### config.mk
export PLATFORM = sky130hd
export DESIGN_NAME = reg_write_dest_ctrl_flat
export DESIGN_NICKNAME = d
export VERILOG_FILES = /design/src/rtl/reg_write_dest_ctrl_pkg.sv /design/src/rtl/reg_write_dest_ctrl_if.sv /design/src/rtl/reg_write_dest_ctrl_wb_fifo.sv /design/src/rtl/reg_write_dest_ctrl.sv /design/src/flat_wrapper.sv
export SDC_FILE = /design/constraint.sdc
export NUM_CORES = 1
export LEC_CHECK = 0
export BUFFER_PORTS_ARGS = -buffer_cell sky130_fd_sc_hd__buf_2
export CAP_MARGIN = 10
export CORE_MARGIN = 2
export CORE_UTILIZATION = 40
export CTS_CLUSTER_DIAMETER = 40
export CTS_CLUSTER_SIZE = 16
export DETAILED_ROUTE_END_ITERATION = 8
export HOLD_SLACK_MARGIN = 0.1
export PLACE_DENSITY = 0.69
export SKIP_CTS_REPAIR_TIMING = 1
export SYNTH_ARGS = -nofsm -noshare
export SYNTH_HDL_FRONTEND = slang
export SYNTH_SLANG_ARGS = --single-unit
export TNS_END_PERCENT = 30
### constraint.sdc
create_clock -name clk -period 2.4 [get_ports clk]
set_input_delay 0.6 -clock clk [delete_from_list [all_inputs] [get_ports clk]]
set_output_delay 0.6 -clock clk [all_outputs]
set_load 0.005 [all_outputs]
### src/rtl/reg_write_dest_ctrl_pkg.sv
// Shared write-back destination encodings and default fixed indices.
// Used by the control FSM and the write-back destination controller.
package reg_write_dest_ctrl_pkg;

  typedef enum logic [2:0] {
    SEL_RT   = 3'b000,
    SEL_SP   = 3'b001,
    SEL_RA   = 3'b010,
    SEL_RD   = 3'b011,
    SEL_RS   = 3'b100,
    SEL_NONE = 3'b101
  } dest_sel_e;

  localparam int SP_IDX_DEF = 29;
  localparam int RA_IDX_DEF = 31;

endpackage

### src/rtl/reg_write_dest_ctrl_if.sv
// Request/drain handshake bundle of the write-back destination controller.
// master: requester + regfile side; slave: the controller.
interface reg_write_dest_ctrl_if #(
  parameter int DATA_W = 32,
  parameter int ADDR_W = 5
);
  logic              in_valid;
  logic              in_ready;
  logic [2:0]        dest_sel;
  logic [31:0]       instr;
  logic [DATA_W-1:0] wdata;
  logic              out_valid;
  logic              out_ready;
  logic [ADDR_W-1:0] out_addr;
  logic [DATA_W-1:0] out_data;

  modport master (
    output in_valid, dest_sel, instr, wdata, out_ready,
    input  in_ready, out_valid, out_addr, out_data
  );

  modport slave (
    input  in_valid, dest_sel, instr, wdata, out_ready,
    output in_ready, out_valid, out_addr, out_data
  );
endinterface

### src/rtl/reg_write_dest_ctrl_wb_fifo.sv
// reg_wb_fifo: DEPTH x (addr,data) sync FIFO with per-entry valid/addr.
// Ports: push/pop, head_*, full, count, ent_valid/ent_addr for scoreboard.
module reg_wb_fifo #(
  parameter int DEPTH = 2,
  parameter int AW    = 5,
  parameter int DW    = 32,
  localparam int PW   = $clog2(DEPTH)
) (
  input  logic                     clk,
  input  logic                     reset,
  input  logic                     push,
  input  logic [AW-1:0]            push_addr,
  input  logic [DW-1:0]            push_data,
  input  logic                     pop,
  output logic                     head_valid,
  output logic [AW-1:0]            head_addr,
  output logic [DW-1:0]            head_data,
  output logic                     full,
  output logic [PW:0]              count,
  output logic [DEPTH-1:0]         ent_valid,
  output logic [DEPTH-1:0][AW-1:0] ent_addr
);
  logic [DEPTH-1:0][DW-1:0] ent_data;
  logic [PW-1:0]            wr_ptr;
  logic [PW-1:0]            rd_ptr;
  logic                     do_push;
  logic                     do_pop;

  assign full       = count == (PW+1)'(DEPTH);
  assign head_valid = ent_valid[rd_ptr];
  assign head_addr  = ent_addr[rd_ptr];
  assign head_data  = ent_data[rd_ptr];
  assign do_push    = push & ~full;
  assign do_pop     = pop & head_valid;

  always_ff @(posedge clk) begin
    if (reset) begin
      wr_ptr    <= '0;
      rd_ptr    <= '0;
      count     <= '0;
      ent_valid <= '0;
      ent_addr  <= '0;
      ent_data  <= '0;
    end else begin
      if (do_push) begin
        ent_valid[wr_ptr] <= 1'b1;
        ent_addr[wr_ptr]  <= push_addr;
        ent_data[wr_ptr]  <= push_data;
        wr_ptr            <= wr_ptr + PW'(1);
      end
      if (do_pop) begin
        ent_valid[rd_ptr] <= 1'b0;
        rd_ptr            <= rd_ptr + PW'(1);
      end
      case ({do_push, do_pop})
        2'b10:   count <= count + (PW+1)'(1);
        2'b01:   count <= count - (PW+1)'(1);
        default: count <= count;
      endcase
    end
  end
endmodule

### src/rtl/reg_write_dest_ctrl.sv
// Write-back destination controller: decode, drop $zero/discard, queue.
// Ports: clk, reset, bus (slave), busy_mask, count, drop_cnt.
module reg_write_dest_ctrl
  import reg_write_dest_ctrl_pkg::*;
#(
  parameter int DATA_W   = 32,
  parameter int ADDR_W   = 5,
  parameter int NUM_REGS = 32,
  parameter int SP_IDX   = SP_IDX_DEF,
  parameter int RA_IDX   = RA_IDX_DEF,
  parameter int DEPTH    = 2,
  parameter int DROP_W   = 8
) (
  input  logic                     clk,
  input  logic                     reset,
  reg_write_dest_ctrl_if.slave     bus,
  output logic [NUM_REGS-1:0]      busy_mask,
  output logic [$clog2(DEPTH):0]   count,
  output logic [DROP_W-1:0]        drop_cnt
);
  logic [ADDR_W-1:0]            dec_addr;
  logic                         dec_none;
  logic                         accept;
  logic                         drop;
  logic                         push;
  logic                         pop;
  logic                         full;
  logic                         head_valid;
  logic [ADDR_W-1:0]            head_addr;
  logic [DATA_W-1:0]            head_data;
  logic [DEPTH-1:0]             ent_valid;
  logic [DEPTH-1:0][ADDR_W-1:0] ent_addr;
  logic                         unused_instr;

  assign unused_instr = ^{bus.instr[31:26], bus.instr[10:0]};

  always_comb begin
    dec_addr = '0;
    dec_none = 1'b0;
    unique case (1'b1)
      bus.dest_sel == SEL_RT: dec_addr = ADDR_W'(bus.instr[20:16]);
      bus.dest_sel == SEL_SP: dec_addr = ADDR_W'(SP_IDX);
      bus.dest_sel == SEL_RA: dec_addr = ADDR_W'(RA_IDX);
      bus.dest_sel == SEL_RD: dec_addr = ADDR_W'(bus.instr[15:11]);
      bus.dest_sel == SEL_RS: dec_addr = ADDR_W'(bus.instr[25:21]);
      default:                dec_none = 1'b1;
    endcase
  end

  // $zero is never written, so it is dropped like an explicit discard
  assign accept       = bus.in_valid & bus.in_ready;
  assign drop         = accept & (dec_none | (dec_addr == '0));
  assign push         = accept & ~drop;
  assign pop          = head_valid & bus.out_ready;
  assign bus.in_ready = ~full;

  reg_wb_fifo #(
    .DEPTH (DEPTH),
    .AW    (ADDR_W),
    .DW    (DATA_W)
  ) u_fifo (
    .clk        (clk),
    .reset      (reset),
    .push       (push),
    .push_addr  (dec_addr),
    .push_data  (bus.wdata),
    .pop        (pop),
    .head_valid (head_valid),
    .head_addr  (head_addr),
    .head_data  (head_data),
    .full       (full),
    .count      (count),
    .ent_valid  (ent_valid),
    .ent_addr   (ent_addr)
  );

  assign bus.out_valid = head_valid;
  assign bus.out_addr  = head_valid ? head_addr : '0;
  assign bus.out_data  = head_valid ? head_data : '0;

  always_comb begin
    busy_mask = '0;
    for (int i = 0; i < DEPTH; i++) begin
      if (ent_valid[i]) busy_mask[ent_addr[i]] = 1'b1;
    end
  end

  always_ff @(posedge clk) begin
    if (reset) begin
      drop_cnt <= '0;
    end else if (drop && drop_cnt != '1) begin
      drop_cnt <= drop_cnt + DROP_W'(1);
    end
  end
endmodule
### src/flat_wrapper.sv
// flat-port wrapper written by rule: the top's interface ports become plain ports
module reg_write_dest_ctrl_flat import reg_write_dest_ctrl_pkg::*;
#(
  parameter int DATA_W   = 32,
  parameter int ADDR_W   = 5,
  parameter int NUM_REGS = 32,
  parameter int SP_IDX   = SP_IDX_DEF,
  parameter int RA_IDX   = RA_IDX_DEF,
  parameter int DEPTH    = 2,
  parameter int DROP_W   = 8
)
  (clk, reset, busy_mask, count, drop_cnt, bus_in_valid, bus_dest_sel, bus_instr, bus_wdata, bus_out_ready, bus_in_ready, bus_out_valid, bus_out_addr, bus_out_data);
  reg_write_dest_ctrl_if #(.DATA_W(DATA_W), .ADDR_W(ADDR_W)) bus_i ();
  input  logic clk;
  input  logic reset;
  output logic [NUM_REGS-1:0] busy_mask;
  output logic [$clog2(DEPTH):0] count;
  output logic [DROP_W-1:0] drop_cnt;
  input wire logic [$bits(bus_i.in_valid)-1:0] bus_in_valid;
  input wire logic [$bits(bus_i.dest_sel)-1:0] bus_dest_sel;
  input wire logic [$bits(bus_i.instr)-1:0] bus_instr;
  input wire logic [$bits(bus_i.wdata)-1:0] bus_wdata;
  input wire logic [$bits(bus_i.out_ready)-1:0] bus_out_ready;
  output wire logic [$bits(bus_i.in_ready)-1:0] bus_in_ready;
  output wire logic [$bits(bus_i.out_valid)-1:0] bus_out_valid;
  output wire logic [$bits(bus_i.out_addr)-1:0] bus_out_addr;
  output wire logic [$bits(bus_i.out_data)-1:0] bus_out_data;
  assign bus_i.in_valid = bus_in_valid;
  assign bus_i.dest_sel = bus_dest_sel;
  assign bus_i.instr = bus_instr;
  assign bus_i.wdata = bus_wdata;
  assign bus_i.out_ready = bus_out_ready;
  assign bus_in_ready = bus_i.in_ready;
  assign bus_out_valid = bus_i.out_valid;
  assign bus_out_addr = bus_i.out_addr;
  assign bus_out_data = bus_i.out_data;
  reg_write_dest_ctrl #(.DATA_W(DATA_W), .ADDR_W(ADDR_W), .NUM_REGS(NUM_REGS), .SP_IDX(SP_IDX), .RA_IDX(RA_IDX), .DEPTH(DEPTH), .DROP_W(DROP_W)) u_core (.clk(clk), .reset(reset), .bus(bus_i), .busy_mask(busy_mask), .count(count), .drop_cnt(drop_cnt));
endmodule
---- After elaboration in Yosys (flattened, before gate mapping) ----
Index checks and enable logic that the tools add are counted.
word-level totals
  logic and storage cells ................. 82
  input port bits ......................... 71
  output and inout port bits .............. 81
  register bits after elaboration ......... 88
operators by class
  eq/ne operators ......................... 8
  add/sub/neg operators ................... 5
  reductions and logical operators ........ 9
  bitwise logic cells ..................... 13
  magnitude comparators ................... 8
  muxes and demuxes ....................... 30
operator list
  operator               number
  $mux W32               6
  $bwmux W64             1
  $demux W32 S1          1
  $or A32 B32 Y32        1
  $pmux W5 S5            1
  $mux W5                4
  $lt A5 B6 Y1 const B   2
  $bwmux W10             1
  $demux W1 S5           2
  $ge A5 B1 Y1 const B   2
  $add A8 B1 Y8 const B  1
  $ne A8 B8 Y1 const B   1
  $mux W1                7
  $and A1 B1 Y1          6
  $eq A3 B2 Y1 const B   2
  $mux W2                3
  $demux W5 S1           1
  $logic_and A1 B1 Y1    5
  $logic_not A5 Y1       1
  $reduce_or A5 Y1       1
  $eq A2 B2 Y1 const B   2
  $lt A1 B2 Y1 const B   2
  $pmux W2 S2            1
  $eq A3 B1 Y1 const B   1
  other kinds (14)       18

---- Logic depth before layout (Yosys ltp) ----
Gate-level depths: netlist of the first run.
  depth in word-level cells ............... 12
  gate-level depth with buffers ........... 10
  mapped depth without buffers ............ 9

---- Cells and area by module ----
A second synthesis of the first run with hierarchy kept.
second synthesis, totals
  cells, all modules ...................... 591
  area total of the unflattened synthesis .. 5223.8 sq um
modules (own cells, without submodules)
  module               cells an instance  times used  area each (sq um)  seq. area each (sq um)
  reg_wb_fifo          399                1           3852.4             1601.5
  reg_write_dest_ctrl  192                1           1371.3             160.2

---- Worst setup path after synthesis of the first run ----
No wires, ideal clock.
  kind .................................... input -> register
  from .................................... input port bus_dest_sel[1]
  to ...................................... register u_core.u_fifo.count[1]
  stages on the path ...................... 9
  setup slack ............................. -0.107 ns
  library setup time ...................... 0.071 ns
  buffers on the path ..................... 1
  data required time ...................... 2.329 ns
  arrival time ............................ 2.436 ns
  cell sequence ........................... buf_4 -> nor2b_1 -> o21ai_0 -> a22oi_4 -> a41oi_1 -> inv_1 -> ha_1 -> or3_1 -> a21oi_1
between the ends
  longest elaborated chain between the ends .. 10
  elaborated cells between the ends (all ways) .. 18
  those cells by class .................... eq/ne: 6; mux: 3; bitwise: 5; reduce/logical: 4
RTL lines
  element                                            RTL line                                              RTL
  start: declaration                                 flat_wrapper.sv:20                                    input wire logic [$bits(bus_i.dest_sel)-1:0] bus_dest_sel;
  $eq A3 B3 Y1 (tied with other cells)               reg_write_dest_ctrl.sv:45                             bus.dest_sel == SEL_RS: dec_addr = ADDR_W'(bus.instr[25:21]);
  $pmux W5 S5 or $reduce_or A5 Y1 (tied branches)    --
  $logic_not A5 Y1 or $mux W1 (tied branches)        reg_write_dest_ctrl.sv:52, reg_write_dest_ctrl.sv:40
  $or A1 B1 Y1 *                                     reg_write_dest_ctrl.sv:52                             assign drop = accept & (dec_none | (dec_addr == '0));
  $and A1 B1 Y1 *                                    reg_write_dest_ctrl.sv:52
  $not A1 Y1 *                                       reg_write_dest_ctrl.sv:53                             assign push = accept & ~drop;
  $and A1 B1 Y1 *                                    reg_write_dest_ctrl.sv:53
  $and A1 B1 Y1 *                                    reg_write_dest_ctrl_wb_fifo.sv:33                     assign do_push = push & ~full;
  $eq A2 B1 Y1 or $eq A2 B2 Y1 (tied branches)       reg_write_dest_ctrl_wb_fifo.sv:55                     case ({do_push, do_pop})
  $pmux W2 S2 or $reduce_bool A2 Y1 (tied branches)  --
  end signal: assignment                             reg_write_dest_ctrl_wb_fifo.sv:56                     2'b10: count <= count + (PW+1)'(1);
  end signal: assignment                             reg_write_dest_ctrl_wb_fifo.sv:57                     2'b01: count <= count - (PW+1)'(1);
  end signal: assignment                             reg_write_dest_ctrl_wb_fifo.sv:58                     default: count <= count;
  end: declaration                                   reg_write_dest_ctrl_wb_fifo.sv:19                     output logic [PW:0] count,
Mark *: on every way between the ends. The rest lies on a longest branch, timed or not.
A chain may end at the register's enable or synchronous reset.

---- Final worst setup path of the first run ----
  from .................................... register u_core.u_fifo.ent_valid[0]
  to ...................................... output port busy_mask[2]
between the ends
  longest elaborated chain between the ends .. 3
RTL lines
  element                           RTL line                           RTL
  start: declaration                reg_write_dest_ctrl_wb_fifo.sv:20  output logic [DEPTH-1:0] ent_valid,
  start signal: assignment          reg_write_dest_ctrl_wb_fifo.sv:41  ent_valid <= '0;
  start signal: indexed assignment  reg_write_dest_ctrl_wb_fifo.sv:46  ent_valid[wr_ptr] <= 1'b1;
  start signal: indexed assignment  reg_write_dest_ctrl_wb_fifo.sv:52  ent_valid[rd_ptr] <= 1'b0;
  $mux W32 *                        reg_write_dest_ctrl.sv:84          if (ent_valid[i]) busy_mask[ent_addr[i]] = 1'b1;
  $or A32 B32 Y32 (no line)         --
  $mux W32 *                        reg_write_dest_ctrl.sv:84
  end: declaration                  flat_wrapper.sv:16                 output logic [NUM_REGS-1:0] busy_mask;
Marks and branches as above.

==> flow_summary.json, run 1 <==
{
  "status": "finished clean",
  "final_common_cell": "buf_2",
  "synth_enable_flop_cells": 0,
  "setup_slack_ns": 0.151,
  "finalMaxSlewViolations": 0,
  "ir_drop_v": 0.000370,
  "power_density_mw_per_mm2": 663,
  "track_usage": 0.190,
  "rsz0062_at_grt": "no",
  "routabilityCongestion": 0.795,
  "core.rowCount": 38,
  "clk_latency_ns": 0.35,
  "routedWlPerCell_um": 14.5,
  "grt_remaining_overflow": 0,
  "ys_async_sr_fraction": 0,
  "synth_cell_types": 39,
  "initial_utilization": 0.411,
  "cts.sinks": 88,
  "layout.nets": 720,
  "route.detailed.drc": 0,
  "drive_gt1_frac": 0.286,
  "hold_start": "bus_wdata[2]",
  "fin_crit_sh": 0.937,
  "maxCapViolations": 0,
  "hold_viol": 0,
  "grt_pass1_wl_um": 18200,
  "relSlewSlack": 0.647,
  "finalClockSkew_ns": 0.00786,
  "synthesis.nets": 583,
  "endpoint_kind": "primary output",
  "antenna_found_initial": 0,
  "cts_root_buf": "clkbuf_8",
  "p_leak_nw": 2.35,
  "tns_ns": 0,
  "syn_area_per_cell_um2": 8.77,
  "die_h_um": 110,
  "clockBufferDepth": 2,
  "worst_pin_slew_ns": 0.530,
  "first_iter_violations": 310,
  "core_area_mm2": 0.0109,
  "timing.critical_path.from_type": "flop",
  "finalCriticalPeriod_ns": 2.25,
  "r2r_start": "u_core.u_fifo.count[0]$_SDFFE_PP0P_",
  "cts_tree": "done",
  "synthFlopType": "dfxtp_1",
  "ant_nets": 0,
  "hpwlAfterDp_um": 8250,
  "max_freq_mhz": 445,
  "crit_type": "flop to primary output",
  "fillers": 1020,
  "cp_max_fo": 8,
  "syn_to_final_growth_pct": 26.5,
  "first_pass_iters": 5,
  "port_buffers": 134,
  "yosysWarnings": 0,
  "grt_max_degree": 64,
  "total_power_mw": 3.75,
  "netlist_area_mm2": 0.00447,
  "worstSetupStartpoint": "u_core.u_fifo.ent_valid[0]$_SDFF_PP0_",
  "wl_um": 11400,
  "dieArea_mm2": 0.0120,
  "min_path_type": "primary input to flop",
  "grt_pass1_vias": 3903,
  "mostFrequentLayoutCells": "buf_2 (134), nor2_1 (117), mux2i_1 (101)",
  "postPlaceCellArea_mm2": 0.00543,
  "setup_viol": 0,
  "stdcell_area_mm2": 0.00566,
  "syn_inst": 510,
  "detailedPlace.worstSlack_ns": -0.161,
  "cp.required_ns": 1.80,
  "vias": 4209,
  "cts_buffers": 9,
  "insertedDiodeCount": 0,
  "whs_ns": 0.491,
  "h-tree-depth": 3,
  "arrival_ns": 1.65,
  "synth-seq-cells": 88,
  "yosysSeqAreaShare": 0.394,
  "die_w_um": 110,
  "boundaryPins": 152,
  "viasPerCell": 5.32,
  "clk_pin_slew_ns": 0.09
}
-- registers in the layout, summed over array words and instances (netlist names) --
register,count
u_core.drop_cnt,8
u_core.u_fifo.rd_ptr,1
u_core.u_fifo.count,2
u_core.u_fifo.ent_valid,2
u_core.u_fifo.ent_data,64
u_core.u_fifo.ent_addr,10
u_core.u_fifo.wr_ptr,1
-- final timing paths --
check	to	slack [ns]	cells after the start
min	u_core.u_fifo.ent_data[2]$_SDFFE_PP0P_	0.49	3
max reg2reg	u_core.u_fifo.ent_data[31]$_SDFFE_PP0P_	0.42	7
min reg2reg	u_core.u_fifo.ent_data[44]$_SDFFE_PP0P_	0.50	2
max	busy_mask[2]	0.15	3
-- cells by family (layout without fill, tap and decap cells) --
group,after synthesis,count (layout),synth area share
and+or+nand+nor,186,186,0.186
adders and majority gates,2,2,0.00560
xor gates and xnor gates,3,3,0.00588
AOI/OAI and AO/OA,80,80,0.123
buffers and inverters,48,189,0.0554
muxes,103,103,0.231
DFF,88,88,0.394
-- layout make-up --
cell class	count	area, um^2	share of cell area
inverters	17	63.8	0.0113
flip-flops and latches	88	1760	0.312
repair buffers	157	906	0.160
clock inverters	4	76.3	0.0135
clock buffers	11	151	0.0268
multi-input cells	374	2520	0.446
well taps	140	175	0.0310
-- worst max-delay path, cell delays in order, from the launching register on --
cell	delay, ns
dfxtp_1	0.53
nand3_1	0.33
o22ai_1	0.28
buf_2	0.15
-- per-stage QoR --
step	utilization	std cells
6_report	0.519	791
2_1_floorplan	-	510
5_1_grt	0.519	791
3_3_place_gp	0.499	776
3_5_place_dp	0.499	776
4_1_cts	0.519	791
-- synth_stat cells (3+ instances only) --
cell / instances / share of area
o21ai_0: 13 / 0.015
a41oi_1: 4 / 0.0078
inv_1: 17 / 0.014
a21oi_1: 12 / 0.013
buf_6: 7 / 0.018
o31ai_1: 3 / 0.0050
mux2i_1: 102 / 0.23
nand2_1: 11 / 0.0092
nand2b_1: 6 / 0.0084
and3_1: 6 / 0.0084
nor3_1: 4 / 0.0045
o22ai_1: 32 / 0.045
nor2_1: 117 / 0.098
or4_1: 3 / 0.0050
nor2b_1: 5 / 0.0070
buf_4: 3 / 0.0050
o22a_1: 8 / 0.016
or3_1: 4 / 0.0056
nand3_1: 25 / 0.028
dfxtp_1: 88 / 0.39
clkbuf_1: 19 / 0.016
-- where the power goes --
group / internal (mW) / switching [mW]
clock network: 0.642 / 0.521
registers: 1.59 / 0.0964
logic: 0.418 / 0.483
-- per-layer routing --
| metal | vias to the layer above | track usage | wire [um] |
|---|---|---|---|
| li1 | 2067 | - | - |
| met1 | 1963 | 0.224 | 4910 |
| met2 | 161 | 0.328 | 5400 |
| met3 | 18 | 0.0462 | 924 |
| met4 | 0 | 0.0778 | 212 |
| met5 | - | 0 | 0 |
Power figures use the tool's default switching activity.
==> run 2: changes to the inputs <==
--- a/config.mk
+++ b/config.mk
@@ -13,7 +13,7 @@
 export CTS_CLUSTER_SIZE = 16
 export DETAILED_ROUTE_END_ITERATION = 8
 export HOLD_SLACK_MARGIN = 0.1
-export PLACE_DENSITY = 0.69
+export PLACE_DENSITY_LB_ADDON = 0.2
 export SKIP_CTS_REPAIR_TIMING = 1
 export SYNTH_ARGS = -nofsm -noshare
 export SYNTH_HDL_FRONTEND = slang
==> run 2 against run 1 <==
- maximum frequency fell by 1.1%
- core utilization is 0.080 points higher
- critical path depth unchanged
- sequential share of layout area is essentially flat
- largest cell class unchanged
==> flow_summary.json, run 2 (same netlist as run 1, synthesis figures left out) <==
{
  "routabilityCongestion": 0.798,
  "vias": 4199,
  "insertedDiodeCount": 0,
  "initial_utilization": 0.411,
  "worstHoldPathCells": 3,
  "syn_to_final_growth_pct": 26.7,
  "worst_pin_slew_ns": 0.478,
  "mostFrequentLayoutCells": "buf_2 (134), nor2_1 (117), mux2i_1 (101)",
  "reg2regPathDepth": 7,
  "route.detailed.drc": 0,
  "die_w_um": 110,
  "viasPerCell": 5.27,
  "cts_buffers": 9,
  "rsz0062_at_grt": "no",
  "netSwitchingPower_mw": 1.09,
  "hpwlAfterDp_um": 8290,
  "status": "finished clean",
  "fillers": 1078,
  "clock_power_share": 0.286,
  "wl_um": 11500,
  "clockBufferDepth": 2,
  "switching_share": 0.300,
  "finalMaxSlewViolations": 0,
  "cts.sinks": 88,
  "final-seq-area_mm2": 0.00176,
  "timing.critical_path.from_type": "flop",
  "routedWlPerCell_um": 14.4,
  "layout.nets": 725,
  "power.internal_mw": 2.56,
  "hold_viol": 0,
  "largest_register_ff_count": 64,
  "setup_viol": 0,
  "endpoint_kind": "primary output",
  "dp.cells": 781,
  "finalCriticalPeriod_ns": 2.27,
  "cp.required_ns": 1.80,
  "p_leak_nw": 2.36,
  "relSlewSlack": 0.681,
  "fin_crit_sh": 0.947,
  "finalClockSkew_ns": 0.00480,
  "track_usage": 0.192,
  "min_path_type": "primary input to flop",
  "p_comb_frac": 0.253,
  "ir_drop_v": 0.000392,
  "drive_gt1_frac": 0.289,
  "cp_max_fo": 8,
  "antenna_found_initial": 0,
  "clk_latency_ns": 0.36,
  "arrival_ns": 1.67,
  "maxCapViolations": 0,
  "regMostFlops": "u_core.u_fifo.ent_data",
  "p_seq_frac": 0.461,
  "grt_max_degree": 49,
  "stdcell_area_mm2": 0.00566,
  "grt_pass1_wl_um": 18200,
  "first_pass_iters": 4,
  "ant_nets": 0,
  "grt_pass1_vias": 3932,
  "multiInputGateArea_mm2": 0.00252,
  "cts_tree": "done",
  "grt_remaining_overflow": 0,
  "total_power_mw": 3.65,
  "final_common_cell": "buf_2",
  "final_cells": 797,
  "core_area_mm2": 0.0109,
  "h-tree-depth": 3,
  "power_density_mw_per_mm2": 644,
  "port_buffers": 134,
  "die_h_um": 110,
  "clk_pin_slew_ns": 0.08,
  "core.rowCount": 38,
  "dieArea_mm2": 0.0120,
  "top_regs": "u_core.u_fifo.ent_data (64), u_core.u_fifo.ent_addr (10), u_core.drop_cnt (8)",
  "first_iter_violations": 349,
  "crit_type": "flop to primary output",
  "max_freq_mhz": 440,
  "cts_root_buf": "clkbuf_8",
  "postPlaceCellArea_mm2": 0.00547,
  "boundaryPins": 152
}
==> run 2: critical path: stages, from the launching register on <==
cell     delay [ns]
dfxtp_1        0.53
nand3_1        0.33
o22ai_1        0.30
buf_2          0.16
==> run 2: worst paths after layout <==
kind,slack (ns),startpoint,to
setup reg to reg,0.45,u_core.u_fifo.count[0]$_SDFFE_PP0P_,u_core.u_fifo.ent_data[49]$_SDFFE_PP0P_
setup / recovery,0.13,u_core.u_fifo.ent_valid[0]$_SDFF_PP0_,busy_mask[25]
hold / removal,0.49,bus_wdata[26],u_core.u_fifo.ent_data[26]$_SDFFE_PP0P_
hold reg to reg,0.49,u_core.u_fifo.ent_data[6]$_SDFFE_PP0P_,u_core.u_fifo.ent_data[6]$_SDFFE_PP0P_
==> run 2: metal layers <==
| metal | global-route usage | share of wire | wire [um] | vias up |
|---|---|---|---|---|
| met2 | 0.335 | 0.47 | 5410 | 138 |
| li1 | - | - | - | 2083 |
| met5 | 0 | 0 | 0 | - |
| met1 | 0.230 | 0.44 | 5070 | 1966 |
| met3 | 0.0474 | 0.075 | 863 | 12 |
| met4 | 0.0669 | 0.014 | 165 | 0 |
==> run 2: through the flow <==
step / setup TNS, ns / hold WS [ns] / util / setup WS [ns]
3_5_place_dp: -5.06 / 0.478 / 0.502 / -0.186
6_report: 0 / 0.492 / 0.520 / 0.126
2_1_floorplan: -0.0272 / 0.460 / - / -0.0272
3_3_place_gp: -3.07 / 0.472 / 0.502 / -0.159
4_1_cts: 0 / 0.477 / 0.520 / 0.126
5_1_grt: 0 / 0.492 / 0.520 / 0.0604
==> run 2: layout make-up <==
cell class / instances / area share
multi-input cells: 374 / 0.445
flip-flops and latches: 88 / 0.311
repair buffers: 162 / 0.167
well taps: 140 / 0.0309
clock buffers: 13 / 0.0281
inverters: 17 / 0.0113
clock inverters: 3 / 0.00707
==> run 2: power groups by stage <==
| stage | sequential [mW] | clock (mW) | combinational [mW] |
|---|---|---|---|
| after floorplan | 1.69 | 0 | 0.632 |
| after global placement | 1.71 | 0 | 0.904 |
| after detailed placement | 1.72 | 0 | 0.925 |
| after CTS | 1.68 | 1.08 | 0.932 |
| after global routing | 1.70 | 1.13 | 1.02 |
| final | 1.68 | 1.04 | 0.922 |
==> run 3: changes to the inputs <==
--- a/config.mk
+++ b/config.mk
@@ -5,10 +5,13 @@
 export SDC_FILE = /design/constraint.sdc
 export NUM_CORES = 1
 export LEC_CHECK = 0
+export ABC_AREA = 1
 export BUFFER_PORTS_ARGS = -buffer_cell sky130_fd_sc_hd__buf_2
 export CAP_MARGIN = 10
+export CELL_PAD_IN_SITES_DETAIL_PLACEMENT = 0
+export CELL_PAD_IN_SITES_GLOBAL_PLACEMENT = 1
 export CORE_MARGIN = 2
-export CORE_UTILIZATION = 40
+export CORE_UTILIZATION = 33
 export CTS_CLUSTER_DIAMETER = 40
 export CTS_CLUSTER_SIZE = 16
 export DETAILED_ROUTE_END_ITERATION = 8
==> run 3 against run 2 <==
- final area grew 19%
- sequential share of layout area shrank 4.9 points
- worst setup slack improved by 0.0033 ns
- combinational power is 17% higher
- area after synthesis up 22%
- core utilization fell by 10 points
- synthesized cell count increased by 70%
- count of clock-buffer cells in the layout fell by 2
- critical path depth increased by 4
- cell count is 53% higher
- flip-flop and latch count unchanged
==> flow_summary.json, run 3 <==
{
  "wl_um": 13900,
  "path_cells": "nand2_2 > o21ai_4 > buf_12 > buf_4 > nand2_1 > inv_1 > buf_2",
  "tns_ns": 0,
  "clk_latency_ns": 0.35,
  "first_iter_violations": 247,
  "synth_cell_types": 28,
  "mostFrequentLayoutCells": "nand2_1 (247), buf_2 (134), inv_1 (129)",
  "final-seq-area_mm2": 0.00176,
  "reg2regPathDepth": 11,
  "grt_pass1_vias": 4900,
  "die_w_um": 132,
  "cp_num_cells": 7,
  "insertedDiodeCount": 0,
  "crit_type": "flop to primary output",
  "cp.required_ns": 1.80,
  "synthesis.nets": 941,
  "grt_pass1_wl_um": 23300,
  "relSlewSlack": 0.642,
  "drive_gt1_frac": 0.283,
  "worst-path-buf-inv": 4,
  "routabilityCongestion": 0.723,
  "maxCapViolations": 0,
  "viasPerCell": 4.29,
  "cts_tree": "done",
  "cp_max_fo": 10,
  "synthTopCellsByArea": "dfxtp_1 (32%), nand2_1 (17%), inv_1 (8.9%), nor2_1 (7.3%), o21ai_0 (6.8%)",
  "netlist_area_mm2": 0.00544,
  "synth_most_common_cell": "nand2_1",
  "dieArea_mm2": 0.0175,
  "clockBufferDepth": 2,
  "cts.sinks": 88,
  "yosysSeqAreaShare": 0.324,
  "min_path_type": "primary input to flop",
  "fillers": 1780,
  "die_h_um": 132,
  "finalCriticalPeriod_ns": 2.27,
  "setup_slack_ns": 0.129,
  "syn_inst": 868,
  "rsz0062_at_grt": "yes",
  "hold_viol": 0,
  "hpwlAfterDp_um": 9380,
  "port_buffers": 134,
  "top_regs": "u_core.u_fifo.ent_data (64), u_core.u_fifo.ent_addr (10), u_core.drop_cnt (8)",
  "grt_max_degree": 72,
  "cpPeakStageDelay_ns": 0.50,
  "antenna_found_initial": 1,
  "worst_pin_slew_ns": 0.533,
  "finalMaxSlewViolations": 0,
  "total_power_mw": 4.15,
  "syn_area_per_cell_um2": 6.27,
  "ys_async_sr_fraction": 0,
  "routedWlPerCell_um": 11.4,
  "timing.rr.end": "u_core.u_fifo.count[1]$_SDFFE_PP0P_",
  "status": "finished clean",
  "fin_crit_sh": 0.946,
  "crit_family": "flip-flops",
  "p_leak_nw": 3.61,
  "clk_pin_slew_ns": 0.07,
  "r2r_slack_ns": 0.51,
  "regMostFlops": "u_core.u_fifo.ent_data",
  "synth_top_area_share": 0.324,
  "initial_utilization": 0.340,
  "synth_enable_flop_cells": 0,
  "power_density_mw_per_mm2": 616,
  "yosysWarnings": 0,
  "cts_root_buf": "clkbuf_16",
  "arrival_ns": 1.67,
  "endpoint_kind": "primary output",
  "core.rowCount": 46,
  "layout.nets": 1072,
  "dp.cells": 1199,
  "final_cells": 1220,
  "synth-seq-cells": 88,
  "r2r_start": "u_core.u_fifo.rd_ptr$_SDFFE_PP0P_",
  "syn_to_final_growth_pct": 23.7,
  "vias": 5238,
  "detailedPlace.worstSlack_ns": 0.0696,
  "first_pass_iters": 4,
  "stdcell_area_mm2": 0.00673,
  "largest_register_ff_count": 64,
  "setup_viol": 0,
  "multiInputGateArea_mm2": 0.00295,
  "synthFlopType": "dfxtp_1",
  "max_freq_mhz": 440,
  "route.detailed.drc": 0,
  "track_usage": 0.161,
  "ir_drop_v": 0.000311,
  "ant_nets": 0,
  "final_common_cell": "nand2_1",
  "worstSetupEndpoint": "bus_out_addr[3]",
  "timing.critical_path.from_type": "flop",
  "synth_area_leader_cell": "dfxtp_1",
  "boundaryPins": 152,
  "worstSetupStartpoint": "u_core.u_fifo.rd_ptr$_SDFFE_PP0P_",
  "h-tree-depth": 3,
  "synthTopCellsByCount": "nand2_1 (248), inv_1 (129), nor2_1 (106)",
  "postPlaceCellArea_mm2": 0.00636,
  "core_area_mm2": 0.0160,
  "finalClockSkew_ns": 0.00603,
  "cts_buffers": 9,
  "grt_remaining_overflow": 0,
  "cpMaxStageDelayCell": "dfxtp_2"
}
==> run 3: logic make-up after synthesis <==
family                   synth area share
flip-flops                          0.324
adder cells (fa/ha/maj)           0.00460
buffers and inverters               0.140
AO/OA/AOI/OAI                      0.0830
XOR/XNOR                          0.00966
AND/OR/NAND/NOR                     0.439
==> run 3: tightest hold or removal path: stages <==
cell,delay (ns)
buf_2,0.09
nor2_1,0.04
nor2_1,0.08
==> run 3: area by class of cell <==
class	instances	share of cell area
clock buffer	11	0.0375
clock inverter	5	0.00595
inverter	136	0.0758
multi-input combinational	605	0.438
sequential	88	0.262
tap	216	0.0401
timing repair buffer	159	0.141
==> run 3: layer usage <==
metal	routed length [um]	GRT usage	up-vias
li1	-	-	2877
met1	6700	0.207	2274
met2	6510	0.269	81
met3	586	0.0450	6
met4	99	0.0341	0
met5	0	0	-
==> run 3: per-stage QoR <==
step           utilization  hold slack, ns
6_report             0.421           0.495
5_1_grt              0.421           0.483
4_1_cts              0.416           0.475
3_5_place_dp         0.398           0.484
3_3_place_gp         0.398           0.481
2_1_floorplan            -           0.467
==> run 3: report_power, final <==
part	internal (mW)	total (mW)	switching, mW
clock network	0.764	1.37	0.610
registers	1.61	1.70	0.0836
logic	0.405	1.08	0.671
==> run 3: how the worst min path moves through the flow <==
stage / slack (ns) / depth (start not counted) / startpoint / to
finish: 0.49 / 3 / bus_wdata[26] / u_core.u_fifo.ent_data[26]$_SDFFE_PP0P_
global route: 0.48 / 3 / bus_wdata[29] / u_core.u_fifo.ent_data[29]$_SDFFE_PP0P_
CTS: 0.47 / 3 / bus_wdata[26] / u_core.u_fifo.ent_data[26]$_SDFFE_PP0P_
detailed placement: 0.48 / 1 / u_core.u_fifo.count[1]$_SDFFE_PP0P_ / u_core.u_fifo.count[1]$_SDFFE_PP0P_
global placement: 0.48 / 1 / u_core.u_fifo.count[1]$_SDFFE_PP0P_ / u_core.u_fifo.count[1]$_SDFFE_PP0P_
floorplan: 0.47 / 1 / u_core.u_fifo.count[1]$_SDFFE_PP0P_ / u_core.u_fifo.count[1]$_SDFFE_PP0P_
